[src/rtl/mul_dispatch_pkg.sv]
// Shared types and constants for the M-extension dispatch block.
package mul_dispatch_pkg;

  localparam int unsigned XLEN = 32;
  localparam int unsigned TagW = 5;

  typedef enum logic [2:0] {
    F3Mul    = 3'd0,
    F3Mulh   = 3'd1,
    F3Mulhsu = 3'd2,
    F3Mulhu  = 3'd3,
    F3Div    = 3'd4,
    F3Divu   = 3'd5,
    F3Rem    = 3'd6,
    F3Remu   = 3'd7
  } funct3_e;

  typedef enum logic [1:0] {
    OccEmpty,
    OccPartial,
    OccFull
  } occ_e;

  typedef struct packed {
    funct3_e         para;
    logic [XLEN-1:0] rs0;
    logic [XLEN-1:0] rs1;
    logic [TagW-1:0] rd;
  } mul_req_t;

  function automatic occ_e occ_of(int unsigned count, int unsigned depth);
    if (count == 0) return OccEmpty;
    if (count >= depth) return OccFull;
    return OccPartial;
  endfunction

endpackage

[src/rtl/mul_tag_fifo.sv]
// In-order FIFO of destination tags for multiplier/divider operations in flight.
module mul_tag_fifo
  import mul_dispatch_pkg::*;
#(
  parameter int unsigned Depth = 2,
  parameter int unsigned CntW  = $clog2(Depth + 1)
) (
  input  logic            clk_i,
  input  logic            rst_i,
  input  logic            flush_i,
  input  logic            push_i,
  input  logic [TagW-1:0] push_tag_i,
  input  logic            pop_i,
  output logic [TagW-1:0] head_tag_o,
  output logic [CntW-1:0] count_o,
  output logic            full_o,
  output logic            empty_o
);

  localparam int unsigned PtrW = (Depth > 1) ? $clog2(Depth) : 1;

  logic [TagW-1:0] mem_q [Depth];
  logic [PtrW-1:0] wr_ptr_q, wr_ptr_d;
  logic [PtrW-1:0] rd_ptr_q, rd_ptr_d;
  logic [CntW-1:0] count_q, count_d;
  logic            do_push, do_pop;

  function automatic logic [PtrW-1:0] ptr_inc(logic [PtrW-1:0] p);
    return (p == PtrW'(Depth - 1)) ? '0 : p + 1'b1;
  endfunction

  assign full_o     = (count_q == CntW'(Depth));
  assign empty_o    = (count_q == '0);
  assign count_o    = count_q;
  assign head_tag_o = mem_q[rd_ptr_q];
  assign do_push    = push_i & ~full_o & ~flush_i;
  assign do_pop     = pop_i & ~empty_o & ~flush_i;

  always_comb begin
    wr_ptr_d = wr_ptr_q;
    rd_ptr_d = rd_ptr_q;
    count_d  = count_q;
    if (flush_i) begin
      wr_ptr_d = '0;
      rd_ptr_d = '0;
      count_d  = '0;
    end else begin
      if (do_push) wr_ptr_d = ptr_inc(wr_ptr_q);
      if (do_pop)  rd_ptr_d = ptr_inc(rd_ptr_q);
      // Simultaneous push and pop leaves the count alone.
      if (do_push && !do_pop) begin
        count_d = count_q + 1'b1;
      end else if (do_pop && !do_push) begin
        count_d = count_q - 1'b1;
      end
    end
  end

  always_ff @(posedge clk_i) begin
    if (rst_i) begin
      wr_ptr_q <= '0;
      rd_ptr_q <= '0;
      count_q  <= '0;
    end else begin
      wr_ptr_q <= wr_ptr_d;
      rd_ptr_q <= rd_ptr_d;
      count_q  <= count_d;
    end
  end

  always_ff @(posedge clk_i) begin
    if (do_push) mem_q[wr_ptr_q] <= push_tag_i;
  end

endmodule

[src/rtl/mul_dispatch.sv]
// Dispatches M-extension ops to the multiplier/divider and retires results in order.
// Define MUL_DISPATCH_SKID_EN to register the request path through a one-entry skid.
module mul_dispatch
  import mul_dispatch_pkg::*;
#(
  parameter int unsigned TAG_DEPTH = 2
) (
  input  logic            clk,
  input  logic            rst,
  input  logic            clear_pipeline,
  input  logic            in_valid,
  output logic            in_ready,
  input  logic [2:0]      in_para,
  input  logic [XLEN-1:0] in_rs0,
  input  logic [XLEN-1:0] in_rs1,
  input  logic [TagW-1:0] in_rd,
  output logic            mul_initial,
  output logic [2:0]      mul_para,
  output logic [XLEN-1:0] mul_rs0,
  output logic [XLEN-1:0] mul_rs1,
  input  logic            mul_ready,
  input  logic            mul_finished,
  input  logic [XLEN-1:0] mul_data,
  output logic            mul_ack,
  output logic            wb_valid,
  output logic [TagW-1:0] wb_rd,
  output logic [XLEN-1:0] wb_data,
  input  logic            wb_ready,
  output logic [XLEN-1:0] pend_mask
);

  localparam int unsigned CntW = $clog2(TAG_DEPTH + 1);

  mul_req_t        in_req, mul_req;
  logic            issue, stall, waw;
  logic            fifo_full, fifo_empty;
  logic [TagW-1:0] head_tag;
  logic [CntW-1:0] fifo_count;
  logic [XLEN-1:0] pend_mask_q, pend_mask_d;
  occ_e            occ;
  logic            proto_err;

  assign in_req = '{para: funct3_e'(in_para), rs0: in_rs0, rs1: in_rs1, rd: in_rd};

`ifdef MUL_DISPATCH_SKID_EN
  logic     skid_valid_q, skid_valid_d;
  mul_req_t skid_q, skid_d;

  assign mul_req     = skid_q;
  // rd=0 never conflicts, so it is excluded from the skid match.
  assign waw         = pend_mask_q[in_rd] |
                       (skid_valid_q & (skid_q.rd == in_rd) & (in_rd != '0));
  assign stall       = fifo_full | waw | clear_pipeline;
  assign mul_initial = ~rst & skid_valid_q & ~fifo_full & ~clear_pipeline;
  assign in_ready    = ~rst & ~stall & (~skid_valid_q | issue);

  always_comb begin
    skid_valid_d = skid_valid_q;
    skid_d       = skid_q;
    if (clear_pipeline) begin
      skid_valid_d = 1'b0;
    end else if (in_valid && in_ready) begin
      skid_valid_d = 1'b1;
      skid_d       = in_req;
    end else if (issue) begin
      skid_valid_d = 1'b0;
    end
  end

  always_ff @(posedge clk) begin
    if (rst) begin
      skid_valid_q <= 1'b0;
      skid_q       <= '0;
    end else begin
      skid_valid_q <= skid_valid_d;
      skid_q       <= skid_d;
    end
  end
`else
  assign mul_req     = in_req;
  assign waw         = pend_mask_q[in_rd];
  assign stall       = fifo_full | waw | clear_pipeline;
  assign in_ready    = ~rst & ~stall & mul_ready;
  assign mul_initial = in_valid & in_ready;
`endif

  assign issue    = mul_initial & mul_ready & ~clear_pipeline;
  assign mul_para = mul_req.para;
  assign mul_rs0  = mul_req.rs0;
  assign mul_rs1  = mul_req.rs1;

  assign wb_valid  = ~rst & mul_finished & ~fifo_empty & ~clear_pipeline;
  assign wb_rd     = head_tag;
  assign wb_data   = mul_data;
  assign mul_ack   = wb_valid & wb_ready;
  assign pend_mask = pend_mask_q;

  always_comb begin
    pend_mask_d = pend_mask_q;
    if (clear_pipeline) begin
      pend_mask_d = '0;
    end else begin
      if (mul_ack) pend_mask_d[head_tag] = 1'b0;
      if (issue)   pend_mask_d[mul_req.rd] = 1'b1;
    end
    pend_mask_d[0] = 1'b0;
  end

  always_ff @(posedge clk) begin
    if (rst) begin
      pend_mask_q <= '0;
    end else begin
      pend_mask_q <= pend_mask_d;
    end
  end

  mul_tag_fifo #(
    .Depth (TAG_DEPTH),
    .CntW  (CntW)
  ) u_fifo (
    .clk_i      (clk),
    .rst_i      (rst),
    .flush_i    (clear_pipeline),
    .push_i     (issue),
    .push_tag_i (mul_req.rd),
    .pop_i      (mul_ack),
    .head_tag_o (head_tag),
    .count_o    (fifo_count),
    .full_o     (fifo_full),
    .empty_o    (fifo_empty)
  );

  // A result with nothing outstanding means the multiplier and the tag FIFO disagree.
  assign occ       = occ_of(32'(fifo_count), TAG_DEPTH);
  assign proto_err = ~rst & ~clear_pipeline & mul_finished & (occ == OccEmpty);

  assert property (@(posedge clk) !proto_err);

endmodule

[config.mk]
export PLATFORM = sky130hd
export DESIGN_NAME = mul_dispatch
export DESIGN_NICKNAME = d
export VERILOG_FILES = /design/src/rtl/mul_dispatch_pkg.sv /design/src/rtl/mul_tag_fifo.sv /design/src/rtl/mul_dispatch.sv
export SDC_FILE = /design/constraint.sdc
export NUM_CORES = 1
export LEC_CHECK = 0
export BUFFER_PORTS_ARGS = -buffer_cell sky130_fd_sc_hd__buf_2
export CAP_MARGIN = 30
export CORE_AREA = 2 2 96 98
export CTS_BUF_LIST = sky130_fd_sc_hd__clkbuf_4 sky130_fd_sc_hd__clkbuf_8
export DETAILED_ROUTE_END_ITERATION = 10
export DIE_AREA = 0 0 98 100
export PLACE_DENSITY = 0.73
export SYNTH_ARGS = -nofsm -noshare
export SYNTH_HDL_FRONTEND = slang
export SYNTH_SLANG_ARGS = --single-unit
[constraint.sdc]
create_clock -name clk -period 3.8 [get_ports clk]
set_clock_uncertainty 0.05 [all_clocks]
set_input_delay 0.76 -clock clk [delete_from_list [all_inputs] [get_ports clk]]
set_output_delay 0.76 -clock clk [all_outputs]
set_load 0.05 [all_outputs]
[Word level (Yosys, flattened, before mapping)]
Memory sizes are Yosys's and may differ from the RTL's. A register that Yosys moved wholly into a read port is not among the register bits.
Index checks and enable logic that the tools add are counted.
Word-level totals
  word-level logic and storage cells: 64
  output and inout bits: 140
  input port bits: 111
  flip-flop bits (word level): 36
  bits in writable memories: 10
  memories kept: 1
Operators by class
  reductions and logical operators: 9
  $lt $le $gt $ge: 4
  mux-type cells: 17
  eq/ne operators: 1
  $add $sub $neg: 4
  bitwise operators: 23
Memories
  u_fifo.mem_q: words 2, width 5, rd ports 1, clocked after Yosys merged registers in 1, write ports 1, RTL line mul_tag_fifo.sv:22  | logic [TagW-1:0] mem_q [Depth];
Operators by type and width (number)
  two-way mux 32 bit: 3
  bitwise AND 32 bit: 1
  NOT 32 bit: 1
  bitwise OR 32 bit: 1
  bitwise AND 1 bit: 13
  < comparator 5 x 6 -> 1 bit, second input constant: 2
  demux 1 bit (select 5 bit): 2
  >= comparator 5 x 1 -> 1 bit, second input constant: 2
  two-way mux 1 bit: 9
  binary-select mux 1 bit (select 5 bit): 1
  NOT 1 bit: 5
  logical AND 1 bit: 4
  two-way mux 2 bit: 2
  adder 1 bit, second input constant: 2
  adder 2 x 1 -> 2 bit, second input constant: 1
  == test 2 bit, second input constant: 1
  zero test 1 bit: 2
  zero test 2 bit: 1
  bitwise OR 1 bit: 2
  nonzero test 2 bit: 1
  OR reduction 2 bit: 1
  subtractor 2 x 1 -> 2 bit, second input constant: 1

[Longest topological paths before layout]
Gate-level depths: netlist of the first run.
  word-level depth: 16
  mapped depth: 11
  gate-level depth less buffers: 9

[Cells and area by module]
Synthesis of the first run repeated with hierarchy kept, for this count alone.
Second synthesis, totals
  cells, all modules: 313
  area, all modules: 3149.3 um^2
Modules (own cells, without submodules)
  mul_dispatch: sequential area each 620.6 um^2, instances 1, cells each 271, area an instance 2558.7 um^2
  mul_tag_fifo: sequential area each 400.4 um^2, instances 1, cells each 42, area an instance 590.6 um^2

[Least setup slack after synthesis of the first run]
No wires, ideal clock.
  path type: input port to output port
  from: input port in_rd[1]
  to: output port in_ready
  data arrival time: 2679 ps
  data required time: 2990 ps
  slack: 311 ps
  stages: 7
  cell sequence: buf_1 -> mux4_2 -> a32o_1 -> nor4_1 -> nand3_2 -> buf_6 -> inv_1
On the way
  cells in the longest elaborated chain, start to end: 7
Ends and longest elaborated chain
  from (decl): RTL line mul_dispatch.sv:16  | input logic [TagW-1:0] in_rd,
  binary-select mux 1 bit (select 5 bit): RTL line mul_dispatch.sv:81  | assign waw = pend_mask_q[in_rd];
  two-way mux 1 bit (not written as such): RTL line mul_dispatch.sv:81
  bitwise OR 1 bit (2 in a row): RTL line mul_dispatch.sv:82  | assign stall = fifo_full | waw | clear_pipeline;
  NOT 1 bit: RTL line mul_dispatch.sv:83  | assign in_ready = ~rst & ~stall & mul_ready;
  bitwise AND 1 bit (2 in a row): RTL line mul_dispatch.sv:83
  to (decl): RTL line mul_dispatch.sv:12  | output logic in_ready,
Every way passes these cells. The select of a mux whose other input is x is not followed.

[Final worst setup path of the first run]
  from: input port in_rd[0]
  to: output port mul_initial
On the way
  cells in the longest elaborated chain, start to end: 8
Ends and longest elaborated chain
  binary-select mux 1 bit (select 5 bit): RTL line mul_dispatch.sv:81
  two-way mux 1 bit (not written as such): RTL line mul_dispatch.sv:81
  bitwise OR 1 bit (2 in a row): RTL line mul_dispatch.sv:82
  NOT 1 bit: RTL line mul_dispatch.sv:83
  bitwise AND 1 bit (2 in a row): RTL line mul_dispatch.sv:83
  bitwise AND 1 bit: RTL line mul_dispatch.sv:84  | assign mul_initial = in_valid & in_ready;
  to (decl): RTL line mul_dispatch.sv:17  | output logic mul_initial,
Every way passes these cells. The select of a mux whose other input is x is not followed.

==> impl_results.html, run 1 <==
<table>
<tr><th>Metric</th><th>Value</th></tr>
<tr><th colspan="2">Outcome</th></tr>
<tr><td>Outcome</td><td>finished clean</td></tr>
<tr><th colspan="2">Synthesis</th></tr>
<tr><td>Yosys cell types</td><td>46</td></tr>
<tr><td>Yosys warning count</td><td>0</td></tr>
<tr><td>Sequential share of the synthesized area</td><td>32.8%</td></tr>
<tr><td>Synth Area in XOR/XNOR</td><td>1.13%</td></tr>
<tr><td>Share of synthesized cell area in and, or, nand and nor gates</td><td>16.3%</td></tr>
<tr><td>Arithmetic-cell share of the synthesized area counting full adders, half adders and majority gates</td><td>0.402%</td></tr>
<tr><td>Share of synthesized registers carrying an async set or reset</td><td>0%</td></tr>
<tr><td>Post-synthesis sequential element count</td><td>46</td></tr>
<tr><td>Synth Instances</td><td>333</td></tr>
<tr><td>Post-synthesis mux area share</td><td>8.04%</td></tr>
<tr><td>Leading area contributor after synthesis</td><td>sky130_fd_sc_hd__buf_4</td></tr>
<tr><td>Combinational family with the most area after synthesis</td><td>buffers and inverters</td></tr>
<tr><td>Combined area of all synthesized cells</td><td>3110 um2</td></tr>
<tr><td>Number of nets produced by synthesis</td><td>445</td></tr>
<tr><td>Portion of synthesized cell area occupied by the leading cell type</td><td>24.1%</td></tr>
<tr><td>Area contributors post-synth</td><td>sky130_fd_sc_hd__buf_4, sky130_fd_sc_hd__dfxtp_1, sky130_fd_sc_hd__edfxtp_1, sky130_fd_sc_hd__o211ai_1, sky130_fd_sc_hd__mux4_1</td></tr>
<tr><td>Number of synthesized flops with an enable pin</td><td>10</td></tr>
<tr><td>Syn Area/Cell</td><td>9.34 um2</td></tr>
<tr><td>Compound-cell area share of the yosys netlist</td><td>14.2%</td></tr>
<tr><td>Most common flop cell mapped by yosys</td><td>sky130_fd_sc_hd__dfxtp_1</td></tr>
<tr><th colspan="2">STA</th></tr>
<tr><td>Final Slew Violations</td><td>0</td></tr>
<tr><td>Peak clock frequency supported by timing</td><td>0.274 GHz</td></tr>
<tr><td>Minimum clock period after layout</td><td>3.65 ns</td></tr>
<tr><td>Final TNS setup</td><td>0 ns</td></tr>
<tr><td>Final worst-path cycle share</td><td>96.0%</td></tr>
<tr><td>Slew Limit Headroom</td><td>62.0%</td></tr>
<tr><td>Worst hold slack across all endpoints</td><td>0.447 ns</td></tr>
<tr><td>Final hold violation count</td><td>0</td></tr>
<tr><td>Setup violations, final</td><td>0</td></tr>
<tr><td>RSZ-0062 raised after global routing</td><td>no</td></tr>
<tr><td>Measured slew at the worst slew-check pin</td><td>0.554 ns</td></tr>
<tr><th colspan="2">Flow run</th></tr>
<tr><td>Max-cap check violation count</td><td>0</td></tr>
<tr><th colspan="2">Worst setup path</th></tr>
<tr><td>Data required time of the worst path</td><td>2.99 ns</td></tr>
<tr><td>Worst setup slack for register-to-register paths</td><td>1.20 ns</td></tr>
<tr><td>Category of the worst setup path launch point</td><td>input pin</td></tr>
<tr><td>Critical path start-end classification</td><td>in2out</td></tr>
<tr><td>Max Fanout on Critical Path</td><td>14</td></tr>
<tr><td>Critical path capture point type</td><td>primary output</td></tr>
<tr><td>Data arrival time at the worst-slack endpoint</td><td>2.84 ns</td></tr>
<tr><th colspan="2">Finish</th></tr>
<tr><td>Net count, final</td><td>396</td></tr>
<tr><td># fillers</td><td>925</td></tr>
<tr><td>Area of combinational cells with multiple inputs</td><td>1250 um2</td></tr>
<tr><td>Core utilization of the finished layout</td><td>31.8%</td></tr>
<tr><td>Area occupied by registers</td><td>1020 um2</td></tr>
<tr><td>Most frequent cells in the layout</td><td>sky130_fd_sc_hd__buf_2, sky130_fd_sc_hd__dfxtp_1, sky130_fd_sc_hd__nand2_1</td></tr>
<tr><td>Antenna Cells</td><td>0</td></tr>
<tr><td>P&amp;R area growth vs syn</td><td>-9.25%</td></tr>
<tr><td>Leading cell type in the layout, fill and taps excluded</td><td>sky130_fd_sc_hd__buf_2</td></tr>
<tr><td>Share of layout cells above drive strength 1</td><td>28.4%</td></tr>
<tr><th colspan="2">Clock tree</th></tr>
<tr><td>Post-CTS repair timing setup buffer count</td><td>0</td></tr>
<tr><td>Clock tree from TritonCTS</td><td>yes</td></tr>
<tr><td>Num Clock Sinks</td><td>46</td></tr>
<tr><td>Htree depth</td><td>2</td></tr>
<tr><td>Maximum number of buffers from clock root to sink</td><td>2</td></tr>
<tr><td>Clock root buffer master</td><td>sky130_fd_sc_hd__clkbuf_8</td></tr>
<tr><td>Clock slew seen by the registers of the worst setup and hold paths</td><td>0.08 ns</td></tr>
<tr><td>Hold_buf cts</td><td>0</td></tr>
<tr><td>Inserted Clock Buffers</td><td>5</td></tr>
<tr><td>Worst skew pair latency</td><td>0.30 ns</td></tr>
<tr><td>Count of instances resized after the clock tree is built</td><td>0</td></tr>
<tr><th colspan="2">Floorplan</th></tr>
<tr><td>Core region area</td><td>8890 um2</td></tr>
<tr><td>Floorplan die height</td><td>100 um</td></tr>
<tr><td>Starting density of the core</td><td>35.0%</td></tr>
<tr><td>Die area</td><td>9800 um2</td></tr>
<tr><td>Count of pins on the block boundary</td><td>251</td></tr>
<tr><td>Number of placement rows</td><td>35</td></tr>
<tr><td>Die Wd</td><td>98 um</td></tr>
<tr><th colspan="2">GRT</th></tr>
<tr><td>Grt ovf</td><td>0</td></tr>
<tr><td>Initial antenna violation count</td><td>0</td></tr>
<tr><td>Total routing usage reported by global routing</td><td>14.4%</td></tr>
<tr><td>Pin count of the biggest net entering global routing</td><td>35</td></tr>
<tr><td>Number of global-route vias before repair</td><td>2192</td></tr>
<tr><td>Global-route wire length before repair</td><td>11400 um</td></tr>
<tr><th colspan="2">Pwr</th></tr>
<tr><td>Worst vdd ir</td><td>0.000142 V</td></tr>
<tr><td>Power, Total</td><td>874 uW</td></tr>
<tr><td>Leakage Power</td><td>1.16 nW</td></tr>
<tr><td>Power Dens Cells</td><td>310 nW/um2</td></tr>
<tr><th colspan="2">Routing</th></tr>
<tr><td>Residual DRC</td><td>0</td></tr>
<tr><td>Vias</td><td>2230</td></tr>
<tr><td>Routed via count divided by cell count</td><td>5.63</td></tr>
<tr><td>Average routed wire per standard cell</td><td>18.3 um</td></tr>
<tr><td>Violation count after the first detailed-route iteration</td><td>192</td></tr>
<tr><td>Count of nets left with antenna violations after detail routing</td><td>0</td></tr>
<tr><td>Post-detailed-routing wire length</td><td>7260 um</td></tr>
<tr><td>Number of iterations in the first detailed-routing pass</td><td>5</td></tr>
<tr><th colspan="2">Hold path</th></tr>
<tr><td>Class of the tightest hold or removal check</td><td>reg2reg</td></tr>
<tr><th colspan="2">Placement</th></tr>
<tr><td>RePlAce Congestion</td><td>0.863</td></tr>
<tr><td>Detailed placer's ending HPWL</td><td>5650 um</td></tr>
<tr><td>Count of input and output buffers</td><td>51</td></tr>
</table>
-- layout make-up --
| type | count | area share (%) |
|---|---|---|
| Inverter | 7 | 0.930 |
| Tap cell | 111 | 4.92 |
| Sequential cell | 46 | 36.2 |
| Clock buffer | 6 | 2.70 |
| Timing Repair Buffer | 57 | 10.6 |
| Clock inverter | 2 | 0.310 |
| Multi-Input combinational cell | 167 | 44.4 |
-- cell families after synthesis --
| logic type | count (synthesis) |
|---|---|
| and+or+nand+nor | 92 |
| adders and majority gates | 1 |
| buffers and inverters | 120 |
| muxes | 17 |
| other | 1 |
| xor gates and xnor gates | 4 |
| DFF | 46 |
| AOI/OAI and AO/OA | 52 |
-- critical path, stage by stage --
cell and delay [ns]:
sky130_fd_sc_hd__buf_2 0.27, sky130_fd_sc_hd__mux4_1 0.58, sky130_fd_sc_hd__nor4bb_1 0.17, sky130_fd_sc_hd__nor4_1 0.36
sky130_fd_sc_hd__buf_4 0.19, sky130_fd_sc_hd__and4_1 0.24, sky130_fd_sc_hd__buf_2 0.28
-- power by group --
part / switching [mW] / leakage, nW / internal [mW]
clock network: 0.155 / 0.0460 / 0.134
logic: 0.0588 / 0.736 / 0.0245
registers: 0.00177 / 0.380 / 0.501
-- cells in the mapped netlist, types with 2 or more instances --
| cell type | count |
|---|---|
| sky130_fd_sc_hd__edfxtp_1 | 10 |
| sky130_fd_sc_hd__nand3_1 | 9 |
| sky130_fd_sc_hd__a32o_1 | 9 |
| sky130_fd_sc_hd__o31ai_1 | 14 |
| sky130_fd_sc_hd__mux4_1 | 4 |
| sky130_fd_sc_hd__dfxtp_1 | 36 |
| sky130_fd_sc_hd__a32o_2 | 8 |
| sky130_fd_sc_hd__and3_1 | 3 |
| sky130_fd_sc_hd__nor2b_1 | 2 |
| sky130_fd_sc_hd__nor3_1 | 11 |
| sky130_fd_sc_hd__and4_1 | 2 |
| sky130_fd_sc_hd__buf_4 | 100 |
| sky130_fd_sc_hd__mux2i_1 | 10 |
| sky130_fd_sc_hd__nand2_1 | 27 |
| sky130_fd_sc_hd__xor2_1 | 2 |
| sky130_fd_sc_hd__clkbuf_1 | 8 |
| sky130_fd_sc_hd__nand2b_1 | 6 |
| sky130_fd_sc_hd__o211ai_1 | 16 |
| sky130_fd_sc_hd__xnor2_1 | 2 |
| sky130_fd_sc_hd__buf_6 | 2 |
| sky130_fd_sc_hd__and2_1 | 2 |
| sky130_fd_sc_hd__mux2_2 | 2 |
| sky130_fd_sc_hd__nor3b_1 | 3 |
| sky130_fd_sc_hd__inv_1 | 7 |
| sky130_fd_sc_hd__or3_1 | 3 |
| sky130_fd_sc_hd__buf_1 | 3 |
| sky130_fd_sc_hd__nor2_1 | 13 |
-- final timing paths --
path / start / to / cells past startpoint
max: in_rd[0] / mul_initial / 7
min: u_fifo.wr_ptr_q / u_fifo.wr_ptr_q / 2
max reg2reg: pend_mask[5] / u_fifo.count_o[1] / 9
min reg2reg: u_fifo.wr_ptr_q / u_fifo.wr_ptr_q / 2
-- layer usage --
metal	part of all wire (%)	routed length [um]	track usage [%]
met5	0	0	0
met4	3.7	268	8.23
met3	10	759	5.36
met2	48	3470	23.2
met1	38	2760	16.6
-- registers in the layout, indices dropped and copies added, names as in the netlist, named ones only --
register,count
u_fifo.mem_q,10
u_fifo.count_o,2
u_fifo.wr_ptr_q,1
u_fifo.rd_ptr_q,1
pend_mask,31
-- metrics by stage --
step	instances	area (um2)	setup WS, ns
6_report	396	2820	0.154
5_1_grt	396	2820	0.0654
4_1_cts	396	2820	0.184
3_5_place_dp	388	2740	0.217
3_3_place_gp	388	2740	0.246
2_1_floorplan	333	3110	0.311
(Power assumes the default switching activity.)
==> run 2, diff against run 1 <==
--- a/config.mk
+++ b/config.mk
@@ -6,12 +6,13 @@
 export NUM_CORES = 1
 export LEC_CHECK = 0
 export BUFFER_PORTS_ARGS = -buffer_cell sky130_fd_sc_hd__buf_2
-export CAP_MARGIN = 30
-export CORE_AREA = 2 2 96 98
+export CAP_MARGIN = 15
+export CORE_ASPECT_RATIO = 0.5
+export CORE_MARGIN = 2
+export CORE_UTILIZATION = 41
 export CTS_BUF_LIST = sky130_fd_sc_hd__clkbuf_4 sky130_fd_sc_hd__clkbuf_8
 export DETAILED_ROUTE_END_ITERATION = 10
-export DIE_AREA = 0 0 98 100
-export PLACE_DENSITY = 0.73
+export PLACE_DENSITY = 0.83
 export SYNTH_ARGS = -nofsm -noshare
 export SYNTH_HDL_FRONTEND = slang
 export SYNTH_SLANG_ARGS = --single-unit
==> run 2 against run 1 <==
Compared with the run above: sequential power about the same; critical path depth unchanged; sequential share of layout area increased by 0.064 points; non-clock buffer count increased by 1; maximum frequency increased by 6.7%; setup slack improved by 0.23 ns; register-to-register slack improved by 0.07 ns; global-route usage increased by 4.6 points; highest routed layer unchanged.
==> impl_results.html, run 2 (synthesized netlist as in run 1, its figures left out) <==
<table>
<tr><th>Metric</th><th>Value</th></tr>
<tr><th colspan="2">STA</th></tr>
<tr><td>Measured slew at the worst slew-check pin</td><td>0.573 ns (+0.0184 ns)</td></tr>
<tr><td>Peak clock frequency supported by timing</td><td>0.293 GHz (+6.7%)</td></tr>
<tr><td>Final worst-path cycle share</td><td>90.0% (-6.0 points)</td></tr>
<tr><td>Setup violations, final</td><td>0 (unchanged)</td></tr>
<tr><td>Slew Limit Headroom</td><td>60.7% (-1.3 points)</td></tr>
<tr><td>Minimum clock period after layout</td><td>3.42 ns (-0.228 ns)</td></tr>
<tr><td>Final hold violation count</td><td>0 (unchanged)</td></tr>
<tr><td>Final Slew Violations</td><td>0 (unchanged)</td></tr>
<tr><td>RSZ-0062 raised after global routing</td><td>no</td></tr>
<tr><td>Final TNS setup</td><td>0 ns (unchanged)</td></tr>
<tr><th colspan="2">Worst setup path</th></tr>
<tr><td>Critical path capture point type</td><td>primary output</td></tr>
<tr><td>Critical path start-end classification</td><td>in2out</td></tr>
<tr><td>Worst reg2reg endpoint</td><td>u_fifo.count_o[1]</td></tr>
<tr><td>Delay-heaviest family, CP</td><td>buffers and inverters</td></tr>
<tr><td>Data arrival time at the worst-slack endpoint</td><td>2.61 ns (-0.23 ns)</td></tr>
<tr><td>CP cell instances</td><td>buf_2, mux4_1, nor4bb_1, nor4_1, buf_4, and4_1, buf_2</td></tr>
<tr><td>Max Fanout on Critical Path</td><td>8 (-6)</td></tr>
<tr><td>Category of the worst setup path launch point</td><td>input pin</td></tr>
<tr><td>Slowest cell delay on critical path</td><td>0.57 ns (about the same)</td></tr>
<tr><td>Worst setup slack for register-to-register paths</td><td>1.27 ns (+0.07 ns)</td></tr>
<tr><td>Cell seen most often among critical-path stages</td><td>sky130_fd_sc_hd__buf_2</td></tr>
<tr><td>Cell at the slowest stage of the critical path</td><td>sky130_fd_sc_hd__mux4_1</td></tr>
<tr><td>Startpoint of the worst-slack reg-to-reg timing path</td><td>pend_mask[5]</td></tr>
<tr><td>Depth of the most critical reg-to-reg path</td><td>10 (+1)</td></tr>
<tr><td>Launching instance or port of the critical path</td><td>in_rd[0]</td></tr>
<tr><td>Count of buffering cells on the critical path with inverters included</td><td>3 (unchanged)</td></tr>
<tr><td>Data required time of the worst path</td><td>2.99 ns (about the same)</td></tr>
<tr><th colspan="2">Floorplan</th></tr>
<tr><td>Core region area</td><td>7350 um2 (-17%)</td></tr>
<tr><td>Die Wd</td><td>127 um (+30%)</td></tr>
<tr><td>Starting density of the core</td><td>42.3% (+7.3 points)</td></tr>
<tr><td>Number of placement rows</td><td>22 (-37%)</td></tr>
<tr><td>Count of pins on the block boundary</td><td>251 (unchanged)</td></tr>
<tr><td>Floorplan die height</td><td>65.6 um (-34%)</td></tr>
<tr><td>Die area</td><td>8340 um2 (-15%)</td></tr>
<tr><th colspan="2">Finish</th></tr>
<tr><td>Net count, final</td><td>397 (+0.25%)</td></tr>
<tr><td>P&amp;R area growth vs syn</td><td>-9.41%</td></tr>
<tr><td>Final cell count without fillers</td><td>382 (-3.5%)</td></tr>
<tr><td>Finished Cell Area</td><td>2820 um2 (-0.18%)</td></tr>
<tr><td>Antenna Cells</td><td>0 (unchanged)</td></tr>
<tr><td>Flip-flop count of the largest register, all copies and words added</td><td>31 (unchanged)</td></tr>
<tr><td>Most frequent cells in the layout</td><td>sky130_fd_sc_hd__buf_2, sky130_fd_sc_hd__dfxtp_1, sky130_fd_sc_hd__nand2_1</td></tr>
<tr><td># fillers</td><td>719 (-22%)</td></tr>
<tr><td>Leading cell type in the layout, fill and taps excluded</td><td>sky130_fd_sc_hd__buf_2</td></tr>
<tr><td>Share of layout cells above drive strength 1</td><td>29.0% (+0.60 points)</td></tr>
<tr><th colspan="2">Routing</th></tr>
<tr><td>Routed via count divided by cell count</td><td>5.99 (+6.4%)</td></tr>
<tr><td>Vias</td><td>2288 (+2.6%)</td></tr>
<tr><td>Post-detailed-routing wire length</td><td>8210 um (+13%)</td></tr>
<tr><td>Violation count after the first detailed-route iteration</td><td>178 (-7.3%)</td></tr>
<tr><td>Average routed wire per standard cell</td><td>21.5 um (+17%)</td></tr>
<tr><td>Count of nets left with antenna violations after detail routing</td><td>0 (unchanged)</td></tr>
<tr><td>Number of iterations in the first detailed-routing pass</td><td>5 (unchanged)</td></tr>
<tr><td>Residual DRC</td><td>0 (unchanged)</td></tr>
<tr><th colspan="2">GRT</th></tr>
<tr><td>Met2 layer usage reported by global route</td><td>31.9% (+8.7 points)</td></tr>
<tr><td>Total routing usage reported by global routing</td><td>19.0% (+4.6 points)</td></tr>
<tr><td>Grt ovf</td><td>0 (unchanged)</td></tr>
<tr><td>Global-route wire length before repair</td><td>12100 um (+6.4%)</td></tr>
<tr><td>Initial antenna violation count</td><td>0 (unchanged)</td></tr>
<tr><td>Met1 capacity usage during global routing</td><td>20.1% (+3.5 points)</td></tr>
<tr><td>Layer with the highest usage after global routing</td><td>met2</td></tr>
<tr><td>Met3 track utilization from global routing</td><td>11.8% (+6.4 points)</td></tr>
<tr><td>Pin count of the biggest net entering global routing</td><td>19 (-46%)</td></tr>
<tr><td>Number of global-route vias before repair</td><td>2061 (-6.0%)</td></tr>
<tr><th colspan="2">Clock tree</th></tr>
<tr><td>Worst skew pair latency</td><td>0.30 ns (about the same)</td></tr>
<tr><td>Htree depth</td><td>2 (unchanged)</td></tr>
<tr><td>Maximum number of buffers from clock root to sink</td><td>2 (unchanged)</td></tr>
<tr><td>Inserted Clock Buffers</td><td>5 (unchanged)</td></tr>
<tr><td>Clock slew seen by the registers of the worst setup and hold paths</td><td>0.08 ns (about the same)</td></tr>
<tr><td>Clock tree from TritonCTS</td><td>yes</td></tr>
<tr><td>Num Clock Sinks</td><td>46 (unchanged)</td></tr>
<tr><td>Count of instances resized after the clock tree is built</td><td>0 (unchanged)</td></tr>
<tr><td>Clock root buffer master</td><td>sky130_fd_sc_hd__clkbuf_8</td></tr>
<tr><td>Post-CTS repair timing setup buffer count</td><td>0 (unchanged)</td></tr>
<tr><td>Hold_buf cts</td><td>0 (unchanged)</td></tr>
<tr><th colspan="2">Outcome</th></tr>
<tr><td>Outcome</td><td>finished clean</td></tr>
<tr><th colspan="2">Placement</th></tr>
<tr><td>RePlAce Congestion</td><td>0.911 (+5.6%)</td></tr>
<tr><td>Area of placed instances</td><td>2730 um2 (-0.41%)</td></tr>
<tr><td>Detailed placer's ending HPWL</td><td>6480 um (+15%)</td></tr>
<tr><td>Count of input and output buffers</td><td>51 (unchanged)</td></tr>
<tr><td>Cell count after placement</td><td>374 (-3.6%)</td></tr>
<tr><th colspan="2">Pwr</th></tr>
<tr><td>Worst vdd ir</td><td>0.000157 V (+10%)</td></tr>
<tr><td>Leakage Power</td><td>1.17 nW (+0.76%)</td></tr>
<tr><td>Power Dens Cells</td><td>318 nW/um2 (+2.6%)</td></tr>
<tr><th colspan="2">Hold path</th></tr>
<tr><td>Depth of the worst hold-timing path</td><td>2 (unchanged)</td></tr>
<tr><td>Worst min-delay path endpoint</td><td>u_fifo.wr_ptr_q</td></tr>
<tr><td>Class of the tightest hold or removal check</td><td>reg2reg</td></tr>
<tr><td>Launch point of the worst hold path</td><td>u_fifo.wr_ptr_q</td></tr>
<tr><th colspan="2">Flow run</th></tr>
<tr><td>Max-cap check violation count</td><td>0 (unchanged)</td></tr>
</table>
## run 2: changes by cell type in the layout (fill, tap and decap cells not counted), sizes merged
cell | before | now
clkbuf | 6 | 8
clkinv | 2 | 0
buf | 57 | 58
## run 2: worst max-delay path by stage
stage                             end  depth (start not counted)
after floorplan              in_ready                          7
after global placement    mul_initial                          7
after detailed placement  mul_initial                          7
after CTS                 mul_initial                          7
after global routing         in_ready                          7
final                     mul_initial                          7
## run 2: cell type report
| cell class | instances | area [um2] | share of cell area (%) |
|---|---|---|---|
| multi-input cells | 167 | 1250 | 44.4 |
| well taps | 96 | 120 | 4.26 |
| clock buffers | 8 | 91.3 | 3.24 |
| inverters | 7 | 26.3 | 0.932 |
| flip-flops and latches | 46 | 1020 | 36.2 |
| repair buffers | 58 | 308 | 10.9 |
## run 2: report_power, final
part | internal (mW) | leakage, nW | switching [mW]
registers | 0.501 | 0.380 | 0.00173
logic | 0.0252 | 0.741 | 0.0598
clock network | 0.152 | 0.0498 | 0.156
## run 2: routing by layer
layer	vias to the layer above	wire length, um
met5	-	0
met4	0	161
met3	27	1420
met2	215	3930
met1	1038	2700
li1	1008	-
## run 2: tightest hold or removal path, stage by stage (launching register included)
cell	delay, ns
sky130_fd_sc_hd__dfxtp_1	0.34
sky130_fd_sc_hd__nand2_1	0.06
sky130_fd_sc_hd__mux2i_1	0.06
## run 2: metrics by stage
step	util (%)	total power [mW]	hold slack (ns)	setup WS, ns
finish	38.4	0.895	0.447	0.382
global route	38.4	0.924	0.461	0.279
CTS	38.4	0.897	0.438	0.376
global placement	37.1	0.596	0.417	0.427
floorplan	-	0.852	0.402	0.311
detailed placement	37.1	0.597	0.426	0.376
